--- src/rtl/apu_pkg.sv ---
// Shared APU constants: length-counter widths and the 32-entry
// length table (counts reached after a length-register write).
package apu_pkg;

    localparam int LC_W     = 8;
    localparam int LC_IDX_W = 5;

    typedef logic [LC_W-1:0]     lc_cnt_t;
    typedef logic [LC_IDX_W-1:0] lc_idx_t;

    localparam lc_cnt_t LEN_TABLE [32] = '{
        8'd10,  8'd254, 8'd20,  8'd2,
        8'd40,  8'd4,   8'd80,  8'd6,
        8'd160, 8'd8,   8'd60,  8'd10,
        8'd14,  8'd12,  8'd26,  8'd14,
        8'd12,  8'd16,  8'd24,  8'd18,
        8'd48,  8'd20,  8'd96,  8'd22,
        8'd192, 8'd24,  8'd72,  8'd26,
        8'd16,  8'd28,  8'd32,  8'd30
    };

endpackage

--- src/rtl/apu_length_counter_if.sv ---
// Length-counter channel bus: CPU write side, frame tick,
// halt/enable controls and the count/status outputs.
interface apu_length_counter_if
    import apu_pkg::*;
#(
    parameter int CNT_W = LC_W
);
    logic [7:0]       DB;
    logic             LC_WR;
    logic             LC_CLK;
    logic             HALT;
    logic             EN;
    logic [CNT_W-1:0] LC_CNT;
    logic             LC_NZ;

    modport master (
        output DB, LC_WR, LC_CLK, HALT, EN,
        input  LC_CNT, LC_NZ
    );

    modport slave (
        input  DB, LC_WR, LC_CLK, HALT, EN,
        output LC_CNT, LC_NZ
    );
endinterface

--- src/rtl/apu_length_counter_pla.sv ---
// Length decoder PLA: DB[7:3] selects the length-counter load value.
module LengthCounter_PLA
    import apu_pkg::*;
(
    input  logic [7:0]      DB,
    output logic [LC_W-1:0] LC_Out
);
    logic unused_db;
    assign unused_db = ^DB[2:0];

    always_comb begin
        LC_Out = '0;
        unique case (DB[7:3])
            5'd0:  LC_Out = 8'd10;
            5'd1:  LC_Out = 8'd254;
            5'd2:  LC_Out = 8'd20;
            5'd3:  LC_Out = 8'd2;
            5'd4:  LC_Out = 8'd40;
            5'd5:  LC_Out = 8'd4;
            5'd6:  LC_Out = 8'd80;
            5'd7:  LC_Out = 8'd6;
            5'd8:  LC_Out = 8'd160;
            5'd9:  LC_Out = 8'd8;
            5'd10: LC_Out = 8'd60;
            5'd11: LC_Out = 8'd10;
            5'd12: LC_Out = 8'd14;
            5'd13: LC_Out = 8'd12;
            5'd14: LC_Out = 8'd26;
            5'd15: LC_Out = 8'd14;
            5'd16: LC_Out = 8'd12;
            5'd17: LC_Out = 8'd16;
            5'd18: LC_Out = 8'd24;
            5'd19: LC_Out = 8'd18;
            5'd20: LC_Out = 8'd48;
            5'd21: LC_Out = 8'd20;
            5'd22: LC_Out = 8'd96;
            5'd23: LC_Out = 8'd22;
            5'd24: LC_Out = 8'd192;
            5'd25: LC_Out = 8'd24;
            5'd26: LC_Out = 8'd72;
            5'd27: LC_Out = 8'd26;
            5'd28: LC_Out = 8'd16;
            5'd29: LC_Out = 8'd28;
            5'd30: LC_Out = 8'd32;
            5'd31: LC_Out = 8'd30;
            default: LC_Out = '0;
        endcase
    end
endmodule

--- src/rtl/apu_length_counter.sv ---
// Per-channel APU length counter: latched PLA load, half-frame
// decrement with optional halt delay, enable gating.
module apu_length_counter
    import apu_pkg::*;
#(
    parameter int CNT_W      = LC_W,
    parameter int HALT_DELAY = 1
)(
    input  logic                 ACLK,
    input  logic                 nRES,
    apu_length_counter_if.slave  lc
);
    lc_idx_t          idx_q, idx_d;
    logic             ld_q, ld_d;
    logic             halt_q, halt_d;
    logic [CNT_W-1:0] cnt_q, cnt_d;
    logic             nz_q, nz_d;

    logic [CNT_W-1:0] pla_out;
    logic             eff_halt;
    logic             dec;
    logic             apply;

    LengthCounter_PLA u_pla (
        .DB     ({idx_q, 3'b000}),
        .LC_Out (pla_out)
    );

    always_comb begin
        idx_d  = lc.LC_WR ? lc.DB[7:3] : idx_q;
        ld_d   = lc.LC_WR;
        halt_d = lc.HALT;

        eff_halt = (HALT_DELAY != 0) ? halt_q : lc.HALT;
        dec      = lc.LC_CLK && !eff_halt && (cnt_q != '0);
        // A fresh write supersedes the pending one before it lands
        apply    = ld_q && !lc.LC_WR;

        cnt_d = cnt_q;
        if (!lc.EN)
            cnt_d = '0;
        else if (apply && dec)
            cnt_d = cnt_q - CNT_W'(1);
        else if (apply)
            cnt_d = pla_out;
        else if (dec)
            cnt_d = cnt_q - CNT_W'(1);

        nz_d = (cnt_d != '0);
    end

    always_ff @(posedge ACLK) begin
        if (!nRES) begin
            idx_q  <= '0;
            ld_q   <= 1'b0;
            halt_q <= 1'b0;
            cnt_q  <= '0;
            nz_q   <= 1'b0;
        end else begin
            idx_q  <= idx_d;
            ld_q   <= ld_d;
            halt_q <= halt_d;
            cnt_q  <= cnt_d;
            nz_q   <= nz_d;
        end
    end

    assign lc.LC_CNT = cnt_q;
    assign lc.LC_NZ  = nz_q;
endmodule

--- src/flat_wrapper.sv ---
// flat-port wrapper written by rule: the top's interface ports become plain ports
module apu_length_counter_flat import apu_pkg::*;
#(
    parameter int CNT_W      = LC_W,
    parameter int HALT_DELAY = 1
)
  (ACLK, nRES, lc_DB, lc_LC_WR, lc_LC_CLK, lc_HALT, lc_EN, lc_LC_CNT, lc_LC_NZ);
  apu_length_counter_if #(.CNT_W(CNT_W)) lc_i ();
  input  logic ACLK;
  input  logic nRES;
  input wire logic [$bits(lc_i.DB)-1:0] lc_DB;
  input wire logic [$bits(lc_i.LC_WR)-1:0] lc_LC_WR;
  input wire logic [$bits(lc_i.LC_CLK)-1:0] lc_LC_CLK;
  input wire logic [$bits(lc_i.HALT)-1:0] lc_HALT;
  input wire logic [$bits(lc_i.EN)-1:0] lc_EN;
  output wire logic [$bits(lc_i.LC_CNT)-1:0] lc_LC_CNT;
  output wire logic [$bits(lc_i.LC_NZ)-1:0] lc_LC_NZ;
  assign lc_i.DB = lc_DB;
  assign lc_i.LC_WR = lc_LC_WR;
  assign lc_i.LC_CLK = lc_LC_CLK;
  assign lc_i.HALT = lc_HALT;
  assign lc_i.EN = lc_EN;
  assign lc_LC_CNT = lc_i.LC_CNT;
  assign lc_LC_NZ = lc_i.LC_NZ;
  apu_length_counter #(.CNT_W(CNT_W), .HALT_DELAY(HALT_DELAY)) u_core (.ACLK(ACLK), .nRES(nRES), .lc(lc_i));
endmodule
--- config.mk ---
export PLATFORM = sky130hd
export DESIGN_NAME = apu_length_counter_flat
export DESIGN_NICKNAME = d
export VERILOG_FILES = /design/src/rtl/apu_pkg.sv /design/src/rtl/apu_length_counter_if.sv /design/src/rtl/apu_length_counter_pla.sv /design/src/rtl/apu_length_counter.sv /design/src/flat_wrapper.sv
export SDC_FILE = /design/constraint.sdc
export NUM_CORES = 1
export LEC_CHECK = 0
export ABC_AREA = 1
export CAP_MARGIN = 5
export CORE_MARGIN = 10
export CORE_UTILIZATION = 45
export DETAILED_ROUTE_END_ITERATION = 8
export DONT_BUFFER_PORTS = 1
export PLACE_DENSITY = 0.6
export SYNTH_ARGS = -nofsm -noshare
export SYNTH_HDL_FRONTEND = slang
export SYNTH_SLANG_ARGS = --single-unit
--- constraint.sdc ---
create_clock -name ACLK -period 4.37 [get_ports ACLK]
set_clock_uncertainty 0.2 [all_clocks]
set_input_delay 0 -clock ACLK [delete_from_list [all_inputs] [get_ports ACLK]]
set_output_delay 0 -clock ACLK [all_outputs]
set_load 0.01 [all_outputs]
* Word level (Yosys, flattened, before mapping)
Memory sizes are Yosys's and may differ from the RTL's. A register that Yosys moved wholly into a read port is not among the register bits. Index checks and enable logic that the tools add are counted.
Storage, ports and cells: register bits 16, latch bits 0, RAM bits 0, ROM bits 224, input port bits 14, output and inout bits 9, memories kept 1
Memory list:
- (name not given) | words 32, width 7, rd ports 1, clocked after Yosys merged registers in 1, wr ports 0, line apu_length_counter_pla.sv:13 | unique case (DB[7:3])
Operators by class: add/sub/neg operators 1, $mul 0, div/mod/pow operators 0, magnitude comparators 0, equal/unequal tests 0, shifts and indexed selects 0, multiplexer cells 6, bitwise gates (word level) 0, reductions and logical operators 8
Operators by type and width (number):
- 2-to-1 mux 8 bit | 4
- nonzero test 8 bit | 2
- 2-to-1 mux 5 bit | 2
- subtractor 8 x 1 -> 8 bit (second input constant) | 1
- logical AND 1 bit | 4
- logical NOT 1 bit | 2

* Depth between registers and ports, before layout
word-level depth 8, depth in mapped cells 14, gate-level depth less buffers 13

* Modules after synthesis
A second synthesis with hierarchy kept.
Second synthesis, totals: cells, all modules 243, area, all modules 1450.1 um2
Modules (own cells, without submodules):
- apu_length_counter | instances 1, cells an instance 170, area an instance 1073.5 um2, sequential area each 320.3 um2
- LengthCounter_PLA | instances 1, cells an instance 73, area an instance 376.6 um2, sequential area each 0.0 um2

* Worst setup path after synthesis
Ideal clock, no wire load.
path type register to register, from register u_core.cnt_q[0] (netlist: u_core.lc.LC_CNT[0]), to register u_core.nz_q (netlist: u_core.lc.LC_NZ), library setup time 0.119 ns, arrival 1.494 ns, data required time 4.051 ns, slack 2.556 ns, stages on the path, launching flop included 13, buffers on the path 0, cell sequence dfxtp_1 -> inv_1 -> ha_1 -> nand2_1 -> inv_1 -> nand2_2 -> nand2_2 -> nor2_1 -> nand2_1 -> nand3_1 -> nand2_1 -> nor2_1 -> a21oi_1
Between the ends: word-level cells in the longest chain between the ends 7, elaborated cells on any way between the ends 9
Ends and longest elaborated chain:
- start: declaration | line apu_length_counter.sv:16 | logic [CNT_W-1:0] cnt_q, cnt_d;
- start signal: assignment | line apu_length_counter.sv:63 | cnt_q <= cnt_d;
- parallel branches: the longest is 4 deep, another holds subtractor 8 x 1 -> 8 bit
- 2-to-1 mux 8 bit (*) | line apu_length_counter.sv:42 | else if (apply && dec)
- 2-to-1 mux 8 bit (*) | line apu_length_counter.sv:40 | if (!lc.EN)
- nonzero test 8 bit (*) | line apu_length_counter.sv:49 | nz_d = (cnt_d != '0);
- end signal: assignment | line apu_length_counter.sv:64 | nz_q <= nz_d;
- end: declaration | line apu_length_counter.sv:17 | logic nz_q, nz_d;
Every way passes the cells marked *. A chain may end at the register's enable or synchronous reset.

* Worst setup path after layout
from input nRES, to register, netlist name u_core.u_pla.LC_Out[3]
Between the ends: word-level cells in the longest chain between the ends 1
Ends and longest elaborated chain:
- start: declaration | line flat_wrapper.sv:10 | input logic nRES;
- 2-to-1 mux 5 bit (no source line)
No other way between the ends.

==> results.txt <==
run status: finished, final reports clean
count of input and output buffers: 0
Total Neg Setup Slack: 0 ps
power spent charging and discharging nets: 192.9 uW
power density over the cells: 307.7 nW/um^2
slowest stage delay, CP: 580 ps
number of I/O pins: 23
end of the worst register-to-register path: u_core.lc.LC_NZ$_SDFF_PN0_
average wire per standard cell: 11.37 um
Clk Tree Root Cell: clkbuf_4
Rel. slew slack: 0.6921
worst-path maximum fanout: 14
Post-Syn Area per Cell: 6.313 sq um
Static Leak: 0.9143 nW
setup violators final: 0
count of different cell masters after synthesis: 27
depth of the CTS H-tree: 1
proportion of layout cells with a drive suffix above 1: 0.07874
Synthesized Nets: 265
main combinational cell family by area after synthesis: simple AND/OR/NAND/NOR gates
cell area after synthesis: 1534 sq um
Hold Path Stages: 3
diode insertion count for antenna repair: 0
most common library cell in the layout ignoring fill and taps: nand2_1
Core Region: 3311 sq um
transition time at the pin with the least slew margin: 461.4 ps
warnings from Yosys: 0
chip width: 78.39 um
antenna-violating nets left: 0
maximum clock path buffer count: 2
post-CTS setup-driven buffer insertion count: 0
Combinational Power Share: 0.336
Detailed Place HPWL: 2601 um
Final Hold Slack: 117.3 ps
synthesis-stage register bit count: 23
CP Cell Sequence: dlygate4sd3_1, inv_1, nor2_1, o21ai_4, ha_1, inv_1, o21ai_0, a21oi_1, a21oi_1, dlygate4sd3_1
clock latency at the later pin of the worst-skew pair: 320 ps
DRC: 0
type of the most critical hold path: input port to flip-flop
count of cells along the worst register-to-register path: 12
Synth Instances: 243
internal power contribution: 329.2 uW
Row Count: 21
largest delay contributor family on the critical path: buffers and inverters
global-route wire length before repair: 5802 um
critical path startpoint: nRES
arrival time of data at the critical path endpoint: 2450 ps
biggest area consumer among synthesized cells: dfxtp_1
endpoint kind of the worst setup timing path: flip-flop
endpoints failing hold: 0
Critical Setup Path Class: input port to flip-flop
Syn-to-layout area delta: 10.60%
worst-case register-to-register setup slack: 2040 ps
element type at the critical path start: input port
master of the slowest instance on the critical path: dlygate4sd3_1
top cells by area in the synthesized netlist: dfxtp_1, nand2_1, nor2_1
initial core utilization: 0.4633
All-Layer GR Usage: 0.1122
TritonCTS clock tree: done
total number of vias: 1,410
sequential share of the synthesized area: 0.3002
die boundary height: 78.39 um
Synth Area in Simple Gates: 0.3842
sinks on the clock net: 23
placer congestion estimate: 0.8840
Num CTS Buffers: 3
pin count of the biggest net entering global routing: 15
Die Outline Area: 6144 sq um
unrepaired setup endpoints after global routing: no
MaxCap Viol Count: 0
peak ir drop on the vdd network: 150.5 uV
Achievable Freq: 421.3 MHz
fraction of synthesized cell area in xor and xnor cells: 0.005710
CTS clock-pin slew for the worst setup and hold paths: 130 ps
Reg power frac: 0.472
net count reported at finish: 277
vias in the first global route: 1,351
part of the power in the clock network: 0.192
top-area cell type share of the netlist area: 0.3002
CP required: 4450 ps
post-route fraction of the period consumed by the critical path: 0.5431
fin. max-slew vios: 0
reg-to-reg critical path startpoint: u_core.lc.LC_CNT[0]$_SDFF_PN0_
most frequent cells in the layout: nand2_1, nor2_1, inv_1, dfxtp_1, nand3_1
Post-Synth Adder-Cell Area: 0.06525
multiplexer area fraction after synthesis: 0
number of vias per cell after detailed routing: 4.700
global route total overflow: 0
Synth Area in Compound Gates: 0.1338
DR pass1 iterations: 4
minimum period implied by the final worst setup slack: 2373 ps
total of cells resized after clock tree synthesis: 0
number of buffers and inverters on the critical path: 4
initial antenna violation count: 0
net switching fraction of the power: 0.3695
endpoint of the worst hold path: u_core.eff_halt$_SDFF_PN0_
source of the worst hold timing path: lc_HALT
number of violations reported at the end of detailed-routing iteration 0: 68
total wire length after detailed routing: 3410 um
area by class of cell:
cell class / count / area [sq um]
fill: 378 / 1614
multi-input combinational: 180 / 903.4
clock inverter: 1 / 7.507
clock buffer: 3 / 22.52
sequential: 23 / 460.4
timing repair buffer: 11 / 110.1
inverter: 36 / 135.1
tap: 46 / 57.56
power groups by stage:
stage | clock network, mW | registers (mW) | logic (mW)
6_report | 0.100 | 0.246 | 0.176
5_1_grt | 0.112 | 0.249 | 0.206
4_1_cts | 0.104 | 0.247 | 0.175
3_5_place_dp | 0 | 0.252 | 0.164
3_3_place_gp | 0 | 0.252 | 0.164
2_1_floorplan | 0 | 0.248 | 0.140
registers in the layout, summed over array words and instances, names as in the netlist:
signal / cells
u_core.lc.LC_CNT: 8
u_core.u_pla.LC_Out: 7
u_core.idx_q: 5
u_core.eff_halt: 1
u_core.lc.LC_NZ: 1
u_core.ld_q: 1
synth_stat cells:
library cell   n
inv_1         32
a221oi_1       1
buf_2          1
ha_1           8
o21ai_2        2
dfxtp_1       23
buf_6          2
nand2_2        3
a41oi_1        1
nand2_4        1
o211ai_1       1
a21oi_1       13
or2_0          1
o21ai_4        2
nor2_4         2
nand2_1       72
o22ai_2        1
nand4_1        3
inv_2          4
xnor2_1        1
o21ai_1        4
nand3_1       17
buf_4          1
nor2_1        40
nor2_2         1
o21ai_0        5
o31ai_1        1
stage by stage:
step | area, sq um | setup slack [ps] | util | std cells | power [mW]
after global routing | 1697 | 1826 | 0.5125 | 300 | 0.5669
final | 1697 | 1997 | 0.5125 | 300 | 0.5221
after floorplan | 1534 | 2556 | - | 243 | 0.3885
after detailed placement | 1556 | 2078 | 0.4701 | 285 | 0.4152
after CTS | 1697 | 2023 | 0.5125 | 300 | 0.5268
after global placement | 1556 | 2072 | 0.4701 | 285 | 0.4152
repair_timing:
item,in CTS,in global routing
hold buffers,11,0
endpoints found under the setup margin,0,0
hold endpoints to repair,23,0
metal layers:
layer  wire [um]  part of all wire  global-route usage  vias up
met2        1679              0.49              0.2072       26
li1            -                 -                   -      780
met3         131             0.038             0.01367        8
met5           0                 0                   0        -
met4         107             0.031             0.07168        0
met1        1492              0.44              0.1169      596
cells by family (layout without fill, tap and decap cells):
family,count (synthesis),count (layout)
AOI/OAI and AO/OA,31,31
xor gates and xnor gates,1,1
adders and majority gates,8,8
buffers and inverters,40,51
DFF,23,23
and+or+nand+nor,140,140
worst reg2reg max path, stage by stage, from the launching register on:
cell	delay, ps
dfxtp_1	410
inv_1	160
ha_1	230
nand2_1	80
inv_1	50
nand2_2	80
nand2_2	140
nor2_1	310
a21oi_1	110
nand2_1	120
nand2_1	60
nor2_1	180
a21oi_1	100
how the worst max path moves through the flow:
stage | end | slack, ps | cells past startpoint
2_1_floorplan | u_core.lc.LC_NZ$_SDFF_PN0_ | 2560 | 12
3_3_place_gp | u_core.lc.LC_NZ$_SDFF_PN0_ | 2070 | 12
3_5_place_dp | u_core.lc.LC_NZ$_SDFF_PN0_ | 2080 | 12
4_1_cts | u_core.u_pla.LC_Out[3]$_DFF_P_ | 2020 | 10
5_1_grt | u_core.lc.LC_NZ$_SDFF_PN0_ | 1830 | 12
6_report | u_core.u_pla.LC_Out[3]$_DFF_P_ | 2000 | 10
(Power assumes the default switching activity.)
